**config.mk**
```make
export PLATFORM = sky130hd
export DESIGN_NAME = keypad_scanner
export DESIGN_NICKNAME = d
export VERILOG_FILES = /design/src/rtl/keypad_pkg.sv /design/src/rtl/keypad_scanner_row_debouncer.sv /design/src/rtl/keypad_scanner.sv
export SDC_FILE = /design/constraint.sdc
export NUM_CORES = 1
export LEC_CHECK = 0
export CAP_MARGIN = 20
export CORE_ASPECT_RATIO = 0.9
export CORE_UTILIZATION = 25
export CTS_CLUSTER_DIAMETER = 60
export DETAILED_ROUTE_END_ITERATION = 10
export GPL_TIMING_DRIVEN = 1
export PLACE_DENSITY = 0.41
export SETUP_SLACK_MARGIN = 0.1
export SYNTH_ARGS = -nofsm -noshare
export SYNTH_HDL_FRONTEND = slang
export SYNTH_SLANG_ARGS = --single-unit
export TNS_END_PERCENT = 50
```
**constraint.sdc**
```tcl
create_clock -name clk -period 2.3 [get_ports clk]
set_input_delay 0.23 -clock clk [delete_from_list [all_inputs] [get_ports clk]]
set_output_delay 0.23 -clock clk [all_outputs]
set_load 0.05 [all_outputs]
```
**src/rtl/keypad_pkg.sv**
```systemverilog
`default_nettype none
// ============================================================
// keypad_pkg : shared FSM states, key codes and row helpers
// Rev 1.0
// ============================================================
package keypad_pkg;

  typedef enum logic [1:0] {
    ST_SCAN         = 2'd0,
    ST_DEBOUNCE     = 2'd1,
    ST_PRESSED      = 2'd2,
    ST_RELEASE_WAIT = 2'd3
  } state_t;

  localparam logic [3:0] KEY_STAR  = 4'hE;
  localparam logic [3:0] KEY_HASH  = 4'hF;
  localparam logic [3:0] ROWS_IDLE = 4'hF;

  function automatic logic single_low(input logic [3:0] v);
    return (v == 4'b1110) || (v == 4'b1101) || (v == 4'b1011) || (v == 4'b0111);
  endfunction

  function automatic logic [1:0] row_index(input logic [3:0] v);
    case (v)
      4'b1101: return 2'd1;
      4'b1011: return 2'd2;
      4'b0111: return 2'd3;
      default: return 2'd0;
    endcase
  endfunction

  // Keymap: r0 = 1 2 3 A, r1 = 4 5 6 B, r2 = 7 8 9 C, r3 = * 0 # D
  function automatic logic [3:0] key_code(input logic [1:0] row, input logic [1:0] col);
    case ({row, col})
      4'b00_00: return 4'h1;
      4'b00_01: return 4'h2;
      4'b00_10: return 4'h3;
      4'b00_11: return 4'hA;
      4'b01_00: return 4'h4;
      4'b01_01: return 4'h5;
      4'b01_10: return 4'h6;
      4'b01_11: return 4'hB;
      4'b10_00: return 4'h7;
      4'b10_01: return 4'h8;
      4'b10_10: return 4'h9;
      4'b10_11: return 4'hC;
      4'b11_00: return KEY_STAR;
      4'b11_01: return 4'h0;
      4'b11_10: return KEY_HASH;
      default:  return 4'hD;
    endcase
  endfunction

endpackage
`default_nettype wire

```
**src/rtl/keypad_scanner_row_debouncer.sv**
```systemverilog
`default_nettype none
// ============================================================
// row_debouncer : counts consecutive cycles rows == ref_rows
// Rev 1.0
// ============================================================
module row_debouncer #(
  parameter int DEBOUNCE_CNT = 20000
) (
  input  logic       clk,
  input  logic       rst_n,
  input  logic       enable,
  input  logic [3:0] rows,
  input  logic [3:0] ref_rows,
  output logic       stable_done
);

  localparam int            CW   = $clog2(DEBOUNCE_CNT);
  localparam logic [CW-1:0] LAST = CW'(DEBOUNCE_CNT - 1);

  logic [CW-1:0] cnt;
  logic          match;

  assign match       = enable && (rows == ref_rows);
  assign stable_done = match && (cnt == LAST);

  always_ff @(posedge clk or negedge rst_n) begin
    if (!rst_n) begin
      cnt <= '0;
    end else if (!match || stable_done) begin
      cnt <= '0;
    end else begin
      cnt <= cnt + CW'(1);
    end
  end

endmodule
`default_nettype wire

```
**src/rtl/keypad_scanner.sv**
```systemverilog
`default_nettype none
// ============================================================
// keypad_scanner : 4x4 matrix keypad scanner, debounce, key codes
// Rev 1.0
// ============================================================
module keypad_scanner
  import keypad_pkg::*;
#(
  parameter int SCAN_DIV     = 1000,
  parameter int DEBOUNCE_CNT = 20000
) (
  input  logic       clk,
  input  logic       rst_n,
  input  logic [3:0] rows_n,
  output logic [3:0] cols_n,
  output logic [3:0] digit,
  output logic       key_valid,
  output logic       enter,
  output logic       key_held
);

  localparam int            DW       = $clog2(SCAN_DIV);
  localparam logic [DW-1:0] DIV_LAST = DW'(SCAN_DIV - 1);

  state_t        state, state_next;
  logic [3:0]    sync_meta, rows_s;
  logic [1:0]    col;
  logic [DW-1:0] div_cnt;
  logic [3:0]    cap_rows;
  logic [1:0]    cap_row;
  logic [3:0]    digit_q;
  logic          armed;
  logic [1:0]    quiet_cnt;
  logic          slot_end;
  logic          one_low;
  logic          stable_done;
  logic          deb_en;
  logic [3:0]    deb_ref;
  logic [3:0]    code;

  always_ff @(posedge clk or negedge rst_n) begin
    if (!rst_n) begin
      sync_meta <= 4'hF;
      rows_s    <= 4'hF;
    end else begin
      sync_meta <= rows_n;
      rows_s    <= sync_meta;
    end
  end

  assign slot_end = (div_cnt == DIV_LAST);
  assign one_low  = single_low(rows_s);
  assign code     = key_code(cap_row, col);
  assign cols_n   = ~(4'b0001 << col);
  assign digit    = digit_q;

  // Same counter serves press (match captured vector) and release (match all-high).
  assign deb_en  = (state == ST_DEBOUNCE) || (state == ST_RELEASE_WAIT);
  assign deb_ref = (state == ST_DEBOUNCE) ? cap_rows : ROWS_IDLE;

  row_debouncer #(
    .DEBOUNCE_CNT(DEBOUNCE_CNT)
  ) u_row_debouncer (
    .clk        (clk),
    .rst_n      (rst_n),
    .enable     (deb_en),
    .rows       (rows_s),
    .ref_rows   (deb_ref),
    .stable_done(stable_done)
  );

  always_ff @(posedge clk or negedge rst_n) begin
    if (!rst_n) begin
      state <= ST_SCAN;
    end else begin
      state <= state_next;
    end
  end

  always_comb begin
    state_next = state;
    key_valid  = 1'b0;
    enter      = 1'b0;
    key_held   = 1'b0;
    case (state)
      ST_SCAN: begin
        if (slot_end && armed && one_low) state_next = ST_DEBOUNCE;
      end
      ST_DEBOUNCE: begin
        if (!one_low)         state_next = ST_SCAN;
        else if (stable_done) state_next = ST_PRESSED;
      end
      ST_PRESSED: begin
        state_next = ST_RELEASE_WAIT;
        key_held   = 1'b1;
        if (code == KEY_HASH) enter = 1'b1;
        else                  key_valid = 1'b1;
      end
      ST_RELEASE_WAIT: begin
        key_held = 1'b1;
        if (stable_done) state_next = ST_SCAN;
      end
      default: state_next = ST_SCAN;
    endcase
  end

  // A key still held across reset must not fire: presses are ignored until
  // four consecutive column samples have seen every row high.
  always_ff @(posedge clk or negedge rst_n) begin
    if (!rst_n) begin
      col       <= 2'd0;
      div_cnt   <= '0;
      cap_rows  <= 4'hF;
      cap_row   <= 2'd0;
      digit_q   <= 4'h0;
      armed     <= 1'b0;
      quiet_cnt <= 2'd0;
    end else begin
      case (state)
        ST_SCAN: begin
          if (slot_end) begin
            div_cnt <= '0;
            if (!armed) begin
              if (rows_s != ROWS_IDLE)  quiet_cnt <= 2'd0;
              else if (quiet_cnt == 2'd3) armed <= 1'b1;
              else                       quiet_cnt <= quiet_cnt + 2'd1;
            end
            if (armed && one_low) begin
              cap_rows <= rows_s;
              cap_row  <= row_index(rows_s);
            end else begin
              col <= col + 2'd1;
            end
          end else begin
            div_cnt <= div_cnt + DW'(1);
          end
        end
        ST_DEBOUNCE: begin
          if (!one_low) begin
            col <= col + 2'd1;
          end else if (stable_done && (code != KEY_HASH)) begin
            digit_q <= code;
          end
        end
        ST_RELEASE_WAIT: begin
          if (stable_done) col <= col + 2'd1;
        end
        default: begin
        end
      endcase
    end
  end

endmodule
`default_nettype wire
```
### Yosys cells after proc, flatten, opt, wreduce, memory -nomap -nowiden

Memory sizes are Yosys's and may differ from the RTL's.
Index checks and enable logic that the tools add are counted.
Widths: inputs -> output; s select.

| storage, ports and cells | value |
|---|---|
| output and inout port bits | 11 |
| memory bits (read-only) | 64 |
| flip-flop bits (word level) | 50 |
| logic and storage cells | 85 |
| memories kept | 1 |

| operators by class | value |
|---|---|
| $add $sub $neg | 4 |
| reductions and logical operators | 21 |
| muxes and demuxes | 24 |
| bitwise logic cells | 2 |
| shift-type cells | 1 |
| eq/ne operators | 21 |

Memory list:

| name | words | width | read ports | clocked after Yosys merged registers in | write ports | RTL line | RTL |
|---|---|---|---|---|---|---|---|
| (no name shown) | 16 | 4 | 1 | 0 | 0 | keypad_pkg.sv:34 | `case ({row, col})` |

Operators by type and width:

| kind | count |
|---|---|
| $mux 2 | 10 |
| $eq 4x4->1 const B | 4 |
| $add 15x1->15 const B | 1 |
| $eq 15x15->1 const B | 1 |
| $mux 15 | 1 |
| $ne 2x2->1 const B | 6 |
| $pmux 2 s3 | 2 |
| $add 10x1->10 const B | 1 |
| $eq 10x10->1 const B | 1 |
| $mux 10 | 1 |
| $reduce_and 3->1 | 3 |
| $mux 1 | 8 |
| $ne 4x4->1 const B | 2 |
| $pmux 2 s4 | 1 |
| $eq 2x2->1 const B | 3 |
| $logic_and 1x1->1 | 6 |
| $logic_or 1x1->1 | 5 |
| $reduce_and 5->1 | 1 |
| $add 2x1->2 const B | 2 |
| $eq 4x3->1 const B | 1 |
| $eq 4x4->1 | 1 |
| $mux 4 | 1 |
| $not 4->4 | 1 |
| $reduce_and 4->1 | 1 |
| other kinds (9) | 9 |

### Depth between registers and ports, before layout

Gate-level depths: netlist of run 1.

| logic depth | value |
|---|---|
| word-level depth | 8 |
| gate-level depth with buffers | 7 |

### By module

From an unflattened synthesis of run 1, not the netlist that was laid out.

| second synthesis, totals | value |
|---|---|
| cells, all modules | 254 |
| area total of the unflattened synthesis | 2690.1 µm² |

By module, submodules not included:

| module | cells each | instances | area each (µm²) | seq. area each (µm²) |
|---|---|---|---|---|
| keypad_scanner | 169 | 1 | 1843.0 | 890.9 |
| row_debouncer | 85 | 1 | 847.1 | 375.4 |

### Worst setup path after synthesis of run 1

OpenSTA, ideal clock, no wires.

| timing path | value |
|---|---|
| path kind | reg-to-output |
| from | register col[0] |
| to | output port enter |
| cell stages (with the launch flop) | 7 |
| data required time | 2.070 ns |
| data arrival time | 2.634 ns |
| setup slack | -0.564 ns |
| cell sequence | dfrtp_1 inv_1 ha_1 mux2i_1 mux2i_1 nor3_1 nor3b_1 |

| between the ends | value |
|---|---|
| longest elaborated chain between the ends | 4 |

Ends and longest elaborated chain:

| item | RTL line | RTL |
|---|---|---|
| start, declared | keypad_scanner.sv:27 | `logic [1:0] col;` |
| start signal, assigned | keypad_scanner.sv:132 | `col <= col + 2'd1;` |
| start signal, assigned | keypad_scanner.sv:140 | `col <= col + 2'd1;` |
| start signal, assigned | keypad_scanner.sv:146 | `if (stable_done) col <= col + 2'd1;` |
| $mem_v2 16x4 | -- |  |
| $eq 4x4->1 | keypad_scanner.sv:96 | `if (code == KEY_HASH) enter = 1'b1;` |
| $mux 1 | keypad_scanner.sv:96 |  |
| $mux 1 | keypad_scanner.sv:85 | `case (state)` |
| end, declared | keypad_scanner.sv:18 | `output logic enter,` |

No other way between the ends.

### Worst setup path in the final report of run 1

Ends and elaborated chain as after synthesis.

==> results.sh, run 1 <==
export IMPL_tns_ns=0
export IMPL_track_usage_pct=10.6
export IMPL_start_util_pct=26.4
export IMPL_finalSetupViolCount=0
export IMPL_netlist_top_cells_count="38 x dfrtp_1, 26 x nor2_1, 21 x nand2_1, 16 x xor2_1, 14 x inv_1"
export IMPL_syn_cell_area_um2=2600
export IMPL_reg2regPathDepth=8
export IMPL_cp_max_fo=5
export IMPL_r2r_slack_ns=0.24
export IMPL_via_count=1774
export IMPL_io_pins=17
export IMPL_p_leak_nw=1.33
export IMPL_vias_per_cell=4.39
export IMPL_synth_most_common_cell="dfrtp_1"
export IMPL_ir_drop_uv=397
export IMPL_crit_path_top_delay_cell="dfrtp_2"
export IMPL_fin_crit_sh_pct=94.9
export IMPL_yosysSeqAreaShare_pct=48.7
export IMPL_grt_setup_unrepaired="yes"
export IMPL_async_flop_share_pct=100
export IMPL_antenna_cells=0
export IMPL_dp_hpwl_mm=3.57
export IMPL_arrival_ns=1.95
export IMPL_fp_row_count=34
export IMPL_grt_pass1_wl_mm=8.74
export IMPL_die_x_um=110
export IMPL_crit_type="reg -> out"
export IMPL_h_tree_depth=2
export IMPL_drc=0
export IMPL_drt_total_wl_mm=4.96
export IMPL_worst_slack_ns=0.116
export IMPL_path_clk_slew_ns=0.06
export IMPL_fin_util_pct=32.4
export IMPL_dr_pass1_iters=4
export IMPL_dpl_worst_slack_ns=0.150
export IMPL_ys_ff_latch=50
export IMPL_status="complete, no violations"
export IMPL_crit_buf_inv=3
export IMPL_nFillCells=1026
export IMPL_io_buffers=16
export IMPL_synth_area_leaders="dfrtp_1 37%, dfstp_2 12%, xor2_1 5.4%"
export IMPL_synth_top_area_cell="dfrtp_1"
export IMPL_worst_pin_slew_ns=0.648
export IMPL_synth_flop_cell="dfrtp_1"
export IMPL_synth_edff_count=0
export IMPL_antenna_left=0
export IMPL_slowest_delay_ns=0.44
export IMPL_core_area_um2=9870
export IMPL_hold_path_class="in -> async"
export IMPL_cap_violations=0
export IMPL_cp_required_ns=2.07
export IMPL_max_clock_path_buffers=2
export IMPL_insertion_delay_ns=0.29
export IMPL_root_buffer="clkbuf_16"
export IMPL_final_max_slew_viol_count=0
export IMPL_power_density_nw_per_um2=534
export IMPL_gr_total_overflow=0
export IMPL_synth_area_per_cell_um2=10.5
export IMPL_initialDrtViolationCount=66
export IMPL_max_freq_ghz=0.458
export IMPL_relSlewSlack_pct=56.8
export IMPL_synth_top_area_share_pct=36.6
export IMPL_antenna_found_initial=0
export IMPL_yosys_warnings=0
export IMPL_worstSetupEndpointType="primary output"
export IMPL_crit_chain="buf_4 > ha_4 > mux2i_1 > a22oi_2 > nor3_1 > buf_4 > nor3b_4 > buf_12"
export IMPL_final_nets=292
export IMPL_finalWeightedCongestion=0.723
export IMPL_die_area_um2=10800
export IMPL_drive_gt1_share_pct=22.7
export IMPL_grt_pass1_vias=1702
export IMPL_crit_top_cell="buf_4"
export IMPL_wl_per_cell_um=12.3
export IMPL_timing_critical_path_from_type="register"
export IMPL_clock_sinks=50
export IMPL_fin_worst_skew_ns=0.00783
export IMPL_whs_ns=0.0430
export IMPL_cts_tree="built"
export IMPL_cpLargestDelayFamily="buffers and inverters"
export IMPL_syn_to_final_growth_pct=23.0
export IMPL_period_needed_ns=2.18
export IMPL_cts_buffers_inserted=5
export IMPL_grt_max_degree=51
export IMPL_netlist_instances=247
export IMPL_crit_cells=8
export IMPL_hold_viol=0
export IMPL_synth_nets=262
export IMPL_ys_types=42
export IMPL_die_h_um=98.8
## repair_timing
action | in CTS | in global routing
resized for setup | 9 | 4
buffers inserted | 5 | 0
hold buffers | 0 | 0
pin swaps | 3 | 0
endpoints found under the setup margin | 2 | 3
## sequential cells by signal, summed over array words and instances (netlist names), named ones only
name                 cells
cap_rows                 4
col                      2
digit                    4
sync_meta                4
rows_s                   4
cap_row                  2
state                    1
div_cnt                 10
u_row_debouncer.cnt     15
quiet_cnt                2
armed                    1
## routing by layer
layer  vias up  routed length, um  track usage [%]
li1        904                  -                -
met1       852               2640             16.1
met2        13               2140             14.2
met3         5                122             3.17
met4         0                 55             3.38
met5         -                  0                0
## placed cells by master (no fill, tap or decap), types with 2 or more instances in the layout
cell,synthesis,layout
a21oi_1,8,8
dfrtp_1,38,36
nand2b_1,2,2
ha_4,0,2
nor4_4,2,2
a21o_1,3,3
nor3_1,10,9
nand3_1,9,9
and4_1,4,4
dfrtp_2,0,2
ha_1,9,6
inv_1,14,13
mux2i_1,9,8
xnor2_1,11,10
o21ai_0,4,4
clkdlybuf4s50_1,0,11
clkbuf_16,0,5
and3_1,7,7
nor2_1,26,26
buf_4,3,19
dfstp_2,12,12
nand2_1,21,21
nand4_1,4,4
o22ai_1,5,5
xor2_1,16,16
nand4bb_1,2,2
clkinv_4,0,2
or3_1,2,2
mux2_4,4,4
## path summary, 6_finish.rpt
| kind | startpoint | end |
|---|---|---|
| worst min-delay path | rst_n | div_cnt[8]$_DFFE_PN0P_ |
| max in group asynchronous | rst_n | col[0]$_DFFE_PN0P_ |
| min in group clk | rows_n[1] | sync_meta[1]$_DFF_PN1_ |
| worst max-delay path | col[0]$_DFFE_PN0P_ | enter |
| worst max register to register | col[0]$_DFFE_PN0P_ | digit[1]$_DFFE_PN0P_ |
| worst min register to register | sync_meta[3]$_DFF_PN1_ | rows_s[3]$_DFF_PN1_ |
## power breakdown
part	total, W	internal (W)	switching (W)
sequential	0.000903	0.000893	0.0000105
clock	0.000762	0.000437	0.000325
combinational	0.0000428	0.0000164	0.0000264
## cells by family after synthesis
kind of cell / count (synthesis) / share of synthesized area, %
AO/OA/AOI/OAI: 25 / 6.01
flip-flops: 50 / 48.7
buffers and inverters: 24 / 4.67
adder cells (fa/ha/maj): 9 / 4.33
AND/OR/NAND/NOR: 97 / 20.6
multiplexers: 15 / 6.64
XOR/XNOR: 27 / 9.09
## area by class of cell
type | instances | area, um2 | area share [%]
Clock buffer | 6 | 139 | 4.34
Timing Repair Buffer | 33 | 290 | 9.07
Clock inverter | 2 | 17.5 | 0.548
Sequential cell | 50 | 1270 | 39.7
Tap cell | 126 | 158 | 4.93
Multi-Input combinational cell | 173 | 1270 | 39.8
Inverter | 14 | 52.6 | 1.64
## metrics by stage
stage | instances | total power [W] | area (um2)
global route | 404 | 0.00178 | 3200
floorplan | 247 | 0.000934 | 2610
global placement | 391 | 0.000966 | 2950
finish | 404 | 0.00171 | 3200
CTS | 404 | 0.00175 | 3190
detailed placement | 391 | 0.000965 | 2950
## worst register-to-register path, stage by stage, from the launching register on
cell	delay, ns
dfrtp_2	0.44
buf_4	0.17
ha_1	0.22
mux2i_2	0.19
nor3_1	0.08
buf_4	0.14
buf_4	0.13
nor4_4	0.23
mux2_1	0.35
Note: power is estimated with default switching activity, not from simulation.
==> run 2, diff against run 1 <==
- CORE_MARGIN: unset -> 2
- CORE_UTILIZATION: 25 -> 60
- CTS_BUF_LIST: unset -> sky130_fd_sc_hd__clkbuf_8
- PLACE_DENSITY: 0.41 -> 0.82
==> results.sh, run 2 (same netlist as run 1, synthesis figures left out) <==
export IMPL_dpl_cell_area_um2=2840
export IMPL_fin_util_pct=74.0
export IMPL_final_area_um2=3050
export IMPL_die_h_um=66.5
export IMPL_combPwrFrac_pct=3.0
export IMPL_drive_gt1_share_pct=21.7
export IMPL_finalSetupViolCount=0
export IMPL_timing_critical_path_from_type="register"
export IMPL_die_x_um=73.4
export IMPL_fin_crit_sh_pct=98.1
export IMPL_grt_setup_unrepaired="yes"
export IMPL_period_needed_ns=2.26
export IMPL_layout_common_cells="37 x dfrtp_1, 25 x nor2_1, 21 x nand2_1"
export IMPL_grt_pass1_wl_mm=8.60
export IMPL_die_area_um2=4880
export IMPL_gr_total_overflow=0
export IMPL_insertion_delay_ns=0.30
export IMPL_worst_pin_slew_ns=0.604
export IMPL_max_clock_path_buffers=2
export IMPL_power_total_w=0.00145
export IMPL_largest_register_ffs=15
export IMPL_cts_tree="built"
export IMPL_antenna_cells=0
export IMPL_vias_per_cell=5.75
export IMPL_h_tree_depth=2
export IMPL_dr_pass1_iters=4
export IMPL_io_pins=17
export IMPL_drt_total_wl_mm=5.15
export IMPL_root_buffer="clkbuf_8"
export IMPL_io_buffers=16
export IMPL_finalWeightedCongestion=0.878
export IMPL_grt_max_degree=51
export IMPL_grt_pass1_vias=1799
export IMPL_cts_buffers_inserted=5
export IMPL_wl_per_cell_um=15.9
export IMPL_arrival_ns=2.03
export IMPL_status="complete, no violations"
export IMPL_dp_hpwl_mm=3.62
export IMPL_cp_max_fo=4
export IMPL_antenna_left=0
export IMPL_hold_viol=0
export IMPL_max_freq_ghz=0.443
export IMPL_fp_row_count=22
export IMPL_top_regs="u_row_debouncer.cnt (15), div_cnt (10)"
export IMPL_cap_violations=0
export IMPL_path_clk_slew_ns=0.08
export IMPL_start_util_pct=63.0
export IMPL_internal_power_w=0.00115
export IMPL_mostFrequentLayoutCell="dfrtp_1"
export IMPL_regMostFlops="u_row_debouncer.cnt"
export IMPL_p_seq_share_pct=62.2
export IMPL_crit_type="reg -> out"
export IMPL_p_leak_nw=1.30
export IMPL_clock_sinks=50
export IMPL_drc=0
export IMPL_fin_worst_skew_ns=0.00999
export IMPL_tns_ns=0
export IMPL_via_count=1868
export IMPL_initialDrtViolationCount=127
export IMPL_relSlewSlack_pct=59.7
export IMPL_hold_path_class="in -> async"
export IMPL_power_density_nw_per_um2=475
export IMPL_core_area_um2=4130
export IMPL_final_nets=291
export IMPL_ir_drop_uv=499
export IMPL_p_sw_w=0.000305
export IMPL_antenna_found_initial=0
export IMPL_whs_ns=0.0127
export IMPL_cts_hold_buf=0
export IMPL_switching_share_pct=21.0
export IMPL_worstSetupEndpointType="primary output"
export IMPL_cp_required_ns=2.07
export IMPL_syn_to_final_growth_pct=17.4
export IMPL_track_usage_pct=23.5
export IMPL_final_max_slew_viol_count=0
export IMPL_clkPwrFrac_pct=34.8
run 2: cell count changes in the layout (fill, tap and decap cells not counted), moves of 2 or more:
cell	delta
clkinv_4	-2
buf_4	-4
clkbuf_8	+5
inv_1	+2
dlymetal6s2s_1	+2
buf_6	+2
clkbuf_16	-5
run 2: path summary, 6_finish.rpt:
path,from,endpoint,slack [ns],depth (start not counted)
worst max-delay path,col[0]$_DFFE_PN0P_,enter,0.04,7
worst min-delay path,rst_n,quiet_cnt[1]$_DFFE_PN0P_,0.01,2
worst max register to register,col[0]$_DFFE_PN0P_,digit[1]$_DFFE_PN0P_,0.17,8
worst min register to register,sync_meta[2]$_DFF_PN1_,rows_s[2]$_DFF_PN1_,0.36,0
max in group asynchronous,rst_n,cap_row[1]$_DFFE_PN0P_,1.83,2
min in group clk,rows_n[2],sync_meta[2]$_DFF_PN1_,0.34,1
run 2: repair_timing:
action	CTS	global route
buffers inserted	6	1
endpoints found under the setup margin	1	9
pin swaps	3	2
hold endpoints to repair	0	0
gates resized for setup	9	10
run 2: area by class of cell:
cell class	count	area, um2
multi-input combinational	173	1290
sequential	50	1270
fill	292	1070
timing repair buffer	32	298
clock buffer	6	82.6
tap	48	60.1
inverter	14	52.6
clock inverter	2	7.51
run 2: metal layers:
| layer | GRT usage [%] | up-vias | share of wire [%] |
|---|---|---|---|
| met1 | 31.3 | 924 | 46 |
| met2 | 37.7 | 30 | 49 |
| met3 | 4.99 | 6 | 3.0 |
| li1 | - | 908 | - |
| met5 | 0 | - | 0 |
| met4 | 9.09 | 0 | 1.2 |
run 2: metrics by stage:
stage                     worst slack, ns  instances
after global placement              0.264        311
after CTS                          0.0774        325
after floorplan                    -0.138        247
final                              0.0438        325
after detailed placement            0.241        311
after global routing              -0.0445        325
run 2: critical path: stages, from the launching register on:
cell and delay [ns]:
dfrtp_1 0.43, buf_6 0.15, buf_4 0.14, xor2_1 0.13, a32oi_1 0.16, nor3_2 0.27
nor3b_4 0.28, buf_12 0.17
run 2: power by group through the flow:
stage	registers [W]	logic (W)	clock network, W
6_report	0.000903	0.0000428	0.000505
5_1_grt	0.000904	0.0000490	0.000567
4_1_cts	0.000903	0.0000442	0.000520
3_5_place_dp	0.000919	0.0000441	0
3_3_place_gp	0.000918	0.0000431	0
2_1_floorplan	0.000910	0.0000243	0
